==> config.mk <==
export PLATFORM = sky130hd
export DESIGN_NAME = priority_encoder8_3_seq
export DESIGN_NICKNAME = d
export VERILOG_FILES = /design/src/rtl/priority_encoder8_3_seq.sv
export SDC_FILE = /design/constraint.sdc
export NUM_CORES = 1
export LEC_CHECK = 0
export ABC_CLOCK_PERIOD_IN_PS = 1990
export CORE_MARGIN = 10
export CORE_UTILIZATION = 45
export DETAILED_ROUTE_END_ITERATION = 7
export PLACE_DENSITY = 0.87
export SLEW_MARGIN = 10
export SYNTH_ARGS = -nofsm -noshare
export SYNTH_HDL_FRONTEND = slang
export SYNTH_SLANG_ARGS = --single-unit
==> constraint.sdc <==
create_clock -name clk -period 1.99 [get_ports clk]
set_clock_uncertainty 0.2 [all_clocks]
set_input_delay 0.199 -clock clk [delete_from_list [all_inputs] [get_ports clk]]
set_output_delay 0.199 -clock clk [all_outputs]
set_load 0.05 [all_outputs]
==> src/rtl/priority_encoder8_3_seq.sv <==
// Sequential 8-to-3 priority encoder: accepts a multi-hot vector, then emits each set index lowest-first.
// Optional macro ENC_ZERO_ERR_EN adds a registered err_zero pulse for accepted all-zero vectors.
module priority_encoder8_3_seq #(
    parameter int WIDTH = 8,
    parameter int IDX_W = 3
) (
    input  logic             clk,
    input  logic             rst,
    input  logic             in_valid,
    output logic             in_ready,
    input  logic [WIDTH-1:0] in_vec,
    output logic             out_valid,
    input  logic             out_ready,
    output logic [IDX_W-1:0] out_idx,
    output logic             out_last,
`ifdef ENC_ZERO_ERR_EN
    output logic             err_zero,
`endif
    output logic             busy
);

    localparam logic [0:0] IDLE  = 1'b0;
    localparam logic [0:0] DRAIN = 1'b1;

    logic [0:0]       state_reg, state_next;
    logic [WIDTH-1:0] pending_reg, pending_next;
    logic [WIDTH-1:0] lowest_onehot;
    logic [IDX_W-1:0] lowest_idx;
    logic             single_bit;

    // Isolate the lowest set bit of pending; bit gi wins only if nothing below it is set.
    generate
        for (genvar gi = 0; gi < WIDTH; gi++) begin : g_lowest
            if (gi == 0) begin : g_first
                assign lowest_onehot[gi] = pending_reg[gi];
            end else begin : g_rest
                assign lowest_onehot[gi] = pending_reg[gi] & ~(|pending_reg[gi-1:0]);
            end
        end
    endgenerate

    always_comb begin
        lowest_idx = '0;
        for (int i = 0; i < WIDTH; i++) begin
            if (lowest_onehot[i]) begin
                lowest_idx = lowest_idx | i[IDX_W-1:0];
            end
        end
    end

    assign single_bit = (pending_reg != '0) &&
                        ((pending_reg & (pending_reg - WIDTH'(1))) == '0);

    // Outputs depend on registers only, so no input-to-output path exists.
    assign in_ready  = (state_reg == IDLE);
    assign out_valid = (state_reg == DRAIN);
    assign busy      = (state_reg == DRAIN);
    assign out_idx   = lowest_idx;
    assign out_last  = single_bit;

    always_comb begin
        state_next   = state_reg;
        pending_next = pending_reg;
        case (state_reg)
            IDLE: begin
                if (in_valid && (in_vec != '0)) begin
                    pending_next = in_vec;
                    state_next   = DRAIN;
                end
            end
            DRAIN: begin
                if (out_ready) begin
                    pending_next = pending_reg & ~lowest_onehot;
                    if (single_bit) begin
                        state_next = IDLE;
                    end
                end
            end
            default: begin
                state_next   = IDLE;
                pending_next = '0;
            end
        endcase
    end

    always_ff @(posedge clk) begin
        if (rst) begin
            state_reg   <= IDLE;
            pending_reg <= '0;
        end else begin
            state_reg   <= state_next;
            pending_reg <= pending_next;
        end
    end

`ifdef ENC_ZERO_ERR_EN
    logic err_zero_reg;

    always_ff @(posedge clk) begin
        if (rst) begin
            err_zero_reg <= 1'b0;
        end else begin
            err_zero_reg <= (state_reg == IDLE) && in_valid && (in_vec == '0);
        end
    end

    assign err_zero = err_zero_reg;
`endif

endmodule

==> summary.md, run 1 <==
| Metric | Value |
|---|---|
| Violated checks | `negative setup slack` |
| Dominant cells by area after synthesis | `dfxtp_1 28%, a21oi_1 8.6%, nor2_1 5.3%` |
| Worst EP required | `between 1.5 and 2 ns` |
| Asr flop ratio synth | `0%` |
| Fin. max-slew vios | `0` |
| Max Cap Viol | `0` |
| Fin worst setup slack | `-0.1444 ns` |
| Clock tree buffer depth | `2` |
| RSZ-0062 raised after global routing | `true` |
| Final Hold Vio Count | `0` |
| Worst slack at placement | `-0.1511 ns` |
| Initial DRC count | `39` |
| Worst vdd ir | `approximately 0.49 mV` |
| First-pass GRT wire length | `approximately 3.5 mm` |
| Diodes inserted | `0` |
| Mapped Nets | `between 90 and 100` |
| Ys flop type | `dfxtp_1` |
| Lkg Pwr | `around 0.36 nW` |
| Pre-antenna DRT Iters | `6` |
| H-tree Lvls | `1` |
| Inst Count DP | `roughly 120` |
| Synth unique cells | `32` |
| Most frequent cells in the layout | `11 x a21oi_1, 11 x clkdlybuf4s50_1, 11 x buf_4` |
| CP Capture Type | `output port` |
| Worst-skew pair later-pin latency | `between 0.2 and 0.3 ns` |
| Max Clock Freq | `0.4685 GHz` |
| Status | `finished, violations left` |
| # clock sinks | `9` |
| Synth-to-layout area growth | `48.83%` |
| Vias in the first global route | `about 760` |
| Total power draw | `around 780 uW` |
| Met1 WL | `approximately 900 um` |
| Die area | `about 3300 um2` |
| Post-synthesis cell area | `~640 um2` |
| Critical path class | `register to output port` |
| Warnings from Yosys | `0` |
| CORE AREA | `1318 um2` |
| Period minus WS final | `roughly 2.1 ns` |
| Max reg flops | `8` |
| Max Fanout on Critical Path | `6` |
| IO Pins | `19` |
| Sequential element share of the synthesized area | `roughly 28%` |
| Final setup violating endpoints | `1` |
| Routed Antenna Nets | `0` |
| Num CTS Buffers | `3` |
| #FFs+latches synth | `9` |
| Die height | `between 50 and 60 um` |
| Cell taking the most area after synthesis | `dfxtp_1` |
| # nets final | `121` |
| Syn avg cell area | `approximately 7.7 um2` |
| Aggregate global routing overflow | `0` |
| Reg clk slew, reported paths | `roughly 0.06 ns` |
| Vias per inst | `6.301` |
| DR DRC count | `0` |
| Met3 WL post-DR | `between 150 and 200 um` |
| Routability Congestion | `0.9151` |
| DRT Wirelength | `roughly 2.3 mm` |
| Initial antenna violation count | `0` |
| Slew HR | `a little over two thirds` |
| Fin cells | `approximately 120` |
| Root buffer cell | `clkbuf_4` |
| Gr usage total | `a little over an eighth` |
| Pwr dens | `819.0 nW/um2` |
| Synthesized instance count | `84` |
| # rows | `13` |
| DP HPWL | `about 1.6 mm` |
| CTS tree | `built` |
| Final Cycle Share | `107.3%` |
| Top sig layer | `met4` |
| Metal2 WL | `between 1 and 1.5 mm` |
| IO Port Bufs | `18` |
| DR vias | `around 780` |
| Worst hold path class | `register to register` |
| Startpoint types | `register` |
| Worst Tran Pin Value | `around 0.45 ns` |
| Initial core utilization | `between 40% and 50%` |
| Layout cells sized above 1 | `between 20% and 30%` |
| Post-CTS Hold Buffers | `0` |
| Top cell type's share of synthesized area | `around 28%` |
| Largest net degree at the start of global routing | `14` |
| Wirelength per Cell | `around 19 um` |
| CP arrival | `approximately 1.7 ns` |
| DIE WIDTH | `57.81 um` |
| Number of synthesized flops with an enable pin | `0` |
==> power by group <==
part	switching (mW)	total [mW]	internal (mW)	leakage [nW]
Clock	0.0650	0.142	0.0773	0.0150
Sequential	0.0245	0.220	0.196	0.0744
Combinational	0.236	0.421	0.185	0.272
Total	0.325	0.784	0.458	0.362
==> per-layer routing <==
metal  vias to the layer above  global-route usage (%)
met5                         -                       0
met4                         0                   6.040
met3                        16                   6.100
met2                        42                   21.32
met1                       356                   13.87
li1                        361                       -
==> what timing repair did <==
action	in CTS	in global routing
gates cloned	0	0
resized for setup	4	4
pin swaps	1	1
setup endpoints to repair	1	3
buffers inserted	1	0
==> final timing paths <==
| path | from | end | slack (ns) | cells after the start |
|---|---|---|---|---|
| setup / recovery | pending_reg[4] | out_last | -0.14 | 4 |
| hold / removal | pending_reg[4] | pending_reg[4] | 0.35 | 2 |
| setup reg to reg | pending_reg[4] | busy | 0.02 | 5 |
| hold reg to reg | pending_reg[4] | pending_reg[4] | 0.35 | 2 |
==> critical path, stage by stage, from the launching register on <==
cell,delay [ns]
dfxtp_2,0.36
or3_4,0.43
a21oi_1,0.27
o21a_1,0.25
buf_12,0.15
==> through the flow <==
stage               area (um2)  util [%]  TNS [ns]  hold WS (ns)
floorplan                643.1         -         0        0.1315
global placement         892.1     67.71  -0.09927        0.3197
detailed placement       892.1     67.71   -0.6136        0.3482
CTS                      937.1     71.13  -0.09727        0.3309
global route             957.2     72.65   -0.1912        0.3661
finish                   957.2     72.65   -0.1444        0.3457
==> cell families (layout without fill, tap and decap cells) <==
| group | count (synthesis) | count (layout) | share of synthesized area (%) |
|---|---|---|---|
| buffers and inverters | 9 | 33 | 7.198 |
| AOI/OAI and AO/OA | 33 | 33 | 36.00 |
| DFF | 9 | 9 | 28.02 |
| and+or+nand+nor | 33 | 33 | 28.79 |
==> final cells by class <==
cell class	instances	area, um2
sequential	9	181.4
inverter	3	11.26
fill	95	360.3
timing repair buffer	26	272.8
clock buffer	4	26.28
multi-input combinational	66	446.7
tap	15	18.77
==> cell usage after synthesis (3+ instances only) <==
cell / instances
dfxtp_1: 9
clkbuf_1: 3
nand3b_1: 4
nor2_1: 9
a32oi_1: 3
inv_1: 3
o21ai_0: 6
nand2b_1: 4
a21oi_1: 11
nand2_1: 5
Power figures use the tool's default switching activity.
==> run 2: changes to the inputs <==
--- a/config.mk
+++ b/config.mk
@@ -5,11 +5,12 @@
 export SDC_FILE = /design/constraint.sdc
 export NUM_CORES = 1
 export LEC_CHECK = 0
+export ABC_AREA = 1
 export ABC_CLOCK_PERIOD_IN_PS = 1990
 export CORE_MARGIN = 10
-export CORE_UTILIZATION = 45
+export CORE_UTILIZATION = 44
 export DETAILED_ROUTE_END_ITERATION = 7
-export PLACE_DENSITY = 0.87
+export PLACE_DENSITY = 0.86
 export SLEW_MARGIN = 10
 export SYNTH_ARGS = -nofsm -noshare
 export SYNTH_HDL_FRONTEND = slang
==> summary.md, run 2 <==
| Metric | Value |
|---|---|
| Status | `complete, no violations` |
| Routability Congestion | `0.8644 (-5.5%)` |
| H-tree Lvls | `1 (unchanged)` |
| Initial core utilization | `46.73% (-2.1 points)` |
| Top delay family on crit path | `simple AND/OR/NAND/NOR gates` |
| Post-Synth Adder-Cell Area | `0% (unchanged)` |
| Post-CTS Hold Buffers | `0 (unchanged)` |
| Post-synthesis simple-gate area fraction | `41.77% (+13 points)` |
| Wirelength per Cell | `13.08 um (-30%)` |
| Routed Antenna Nets | `0 (unchanged)` |
| Most frequent cell after synthesis | `nand2_1` |
| Pre-antenna DRT Iters | `4 (-2)` |
| Root buffer cell | `clkbuf_4` |
| DR vias | `710 (-8.4%)` |
| Placed Area | `827.0 um2 (-7.3%)` |
| Worst Tran Pin Value | `0.3158 ns (-0.1325 ns)` |
| Aggregate global routing overflow | `0 (unchanged)` |
| Reg clk slew, reported paths | `0.07 ns (about the same)` |
| Final instance area | `883.3 um2 (-7.7%)` |
| RSZ-0062 raised after global routing | `false` |
| DRT Wirelength | `1.739 mm (-25%)` |
| Core Util, Final | `67.88% (-4.8 points)` |
| Multi-input gate area | `405.4 um2 (-9.2%)` |
| Fin cells | `133 (+8.1%)` |
| IO Port Bufs | `18 (unchanged)` |
| Max reg flops | `8 (unchanged)` |
| Largest family of logic cells by synthesized area | `simple AND/OR/NAND/NOR gates` |
| CP arrival | `1.50 ns (-0.24 ns)` |
| Critical path's largest stage delay | `0.35 ns (-0.08 ns)` |
| Syn avg cell area | `6.205 um2 (-19%)` |
| Asr flop ratio synth | `0% (unchanged)` |
| Critical path class | `register to output port` |
| Initial DRC count | `21 (-46%)` |
| Warnings from Yosys | `0 (unchanged)` |
| Vias in the first global route | `650 (-15%)` |
| Number of synthesized flops with an enable pin | `0 (unchanged)` |
| Dominant cells by area after synthesis | `dfxtp_1 30%, nand2_1 14%, nor2_1 9.9%` |
| Commonest non-fill, non-tap cell in the layout | `nand2_1` |
| Gr usage total | `10.26% (-2.8 points)` |
| Most frequent cells in the layout | `23 x nand2_1, 16 x nor2_1, 11 x clkdlybuf4s50_1` |
| # clock sinks | `9 (unchanged)` |
| Grt met2 use | `16.90% (-4.4 points)` |
| # rows | `13 (unchanged)` |
| Hold_ws | `0.3032 ns (-0.04256 ns)` |
| Fin. max-slew vios | `0 (unchanged)` |
| WP buf/inv | `1 (unchanged)` |
| Reg area | `182.7 um2 (+0.69%)` |
| Mapped Nets | `110 (+15%)` |
| Slew HR | `78.92% (+9.1 points)` |
| Final Hold Vio Count | `0 (unchanged)` |
| Worst-skew pair later-pin latency | `0.26 ns (about the same)` |
| Final setup violating endpoints | `0 (-1)` |
| Worst vdd ir | `0.4623 mV (-6.4%)` |
| Worst hold path class | `register to register` |
| Synth Area in XOR/XNOR | `0% (unchanged)` |
| IO Pins | `19 (unchanged)` |
| Mux contribution to synthesized area | `0% (unchanged)` |
| Ys flop type | `dfxtp_1` |
| Initial antenna violation count | `0 (unchanged)` |
| Vias per inst | `5.338 (-15%)` |
| Total power draw | `805.3 uW (+2.7%)` |
| #FFs+latches synth | `9 (unchanged)` |
| Synthesized instance count | `98 (+17%)` |
| Final Cycle Share | `95.44% (-12 points)` |
| Most crowded layer after global routing | `met2` |
| CP max stage cell | `dfxtp_2` |
| Startpoint types | `register` |
| Area fraction in compound gates after synthesis | `20.37% (-16 points)` |
| Max Clock Freq | `0.5265 GHz (+12%)` |
| Max Fanout on Critical Path | `6 (unchanged)` |
| Pwr dens | `911.6 nW/um2 (+11%)` |
| Synth unique cells | `23 (-28%)` |
| # nets final | `131 (+8.3%)` |
| Most used cell along the critical path | `nand2_1` |
| Post-synthesis cell area | `608.1 um2 (-5.4%)` |
| Clock tree buffer depth | `2 (unchanged)` |
| Met1 GRT Util | `11.70% (-2.2 points)` |
| Max Cap Viol | `0 (unchanged)` |
| DP HPWL | `1.398 mm (-11%)` |
| Largest net degree at the start of global routing | `14 (unchanged)` |
| DIE WIDTH | `57.18 um (-1.1%)` |
| CORE AREA | `1301 um2 (-1.2%)` |
| Die height | `57.18 um (-1.1%)` |
| Cell taking the most area after synthesis | `dfxtp_1` |
| CP Capture Type | `output port` |
| Lkg Pwr | `0.3895 nW (+7.7%)` |
| Die area | `3269 um2 (-2.2%)` |
| Top cells by count, synth | `23 x nand2_1, 16 x nor2_1, 9 x dfxtp_1, 8 x inv_1, 7 x o21ai_0` |
| Top cell type's share of synthesized area | `29.63% (+1.6 points)` |
| Inst Count DP | `129 (+9.3%)` |
| Fin worst setup slack | `0.09077 ns (+0.2351 ns)` |
| Period minus WS final | `1.899 ns (-0.2351 ns)` |
| Sequential element share of the synthesized area | `29.63% (+1.6 points)` |
| Setup bufs post-CTS | `0 (-1)` |
| Fill cells | `121 (+27%)` |
| Met3 Use GR | `3.319% (-2.8 points)` |
| Num CTS Buffers | `3 (unchanged)` |
| CP Cell Sequence | `nor2_4 -> nand3_2 -> nand2_1 -> nand2_1 -> nor2_2 -> and2_4 -> buf_12` |
| Worst slack at placement | `0.2701 ns (+0.4212 ns)` |
| Worst EP required | `1.59 ns (about the same)` |
| Fin Setup TNS | `0 ns (+0.1444 ns)` |
| Diodes inserted | `0 (unchanged)` |
| CTS tree | `built` |
| Synth-to-layout area growth | `45.27%` |
| DR DRC count | `0 (unchanged)` |
| Layout cells sized above 1 | `22.88% (-3.0 points)` |
| First-pass GRT wire length | `2.773 mm (-21%)` |
run 2: changes by cell type after synthesis, moves of 4 or more:
cell / delta
o21ai_1: +5
nand2b_1: -4
a21oi_1: -6
nor2_1: +7
inv_1: +5
nand3_1: +4
nand2_1: +18
nand3b_1: -4
nor2_2: +4
run 2: final cells by class:
cell class / count / share of cell area, %
tap: 15 / 2.125
inverter: 10 / 4.249
multi-input combinational: 77 / 45.89
timing repair buffer: 18 / 24.08
sequential: 9 / 20.68
clock buffer: 4 / 2.975
run 2: worst paths after layout:
path	start	cells after the start	endpoint	slack [ns]
worst max-delay path	pending_reg[1]	7	out_last	0.09
worst max register to register	busy	6	pending_reg[0]	0.43
worst min register to register	pending_reg[7]	2	pending_reg[7]	0.30
worst min-delay path	pending_reg[7]	2	pending_reg[7]	0.30
run 2: power breakdown:
part	switching, mW	internal (mW)	total, mW
logic	0.246	0.183	0.429
clock network	0.0709	0.0775	0.148
registers	0.0279	0.200	0.228
run 2: kinds of logic after synthesis:
family / after synthesis
simple gates: 55
compound gates: 22
buf+inv: 12
flops: 9
run 2: worst min-delay path, stage by stage, from the launching register on:
cell     delay, ns
dfxtp_1       0.33
nand2_1       0.07
a21oi_1       0.06
run 2: repair_timing:
action                     4_1_cts  5_1_grt
hold endpoints to repair         0        0
gates resized for setup          0        8
setup endpoints to repair        0        1
run 2: routing by layer:
| layer | part of all wire [%] | up-vias |
|---|---|---|
| met2 | 48 | 27 |
| met1 | 43 | 316 |
| met4 | 1.7 | 0 |
| met5 | 0 | - |
| li1 | - | 361 |
| met3 | 6.7 | 6 |
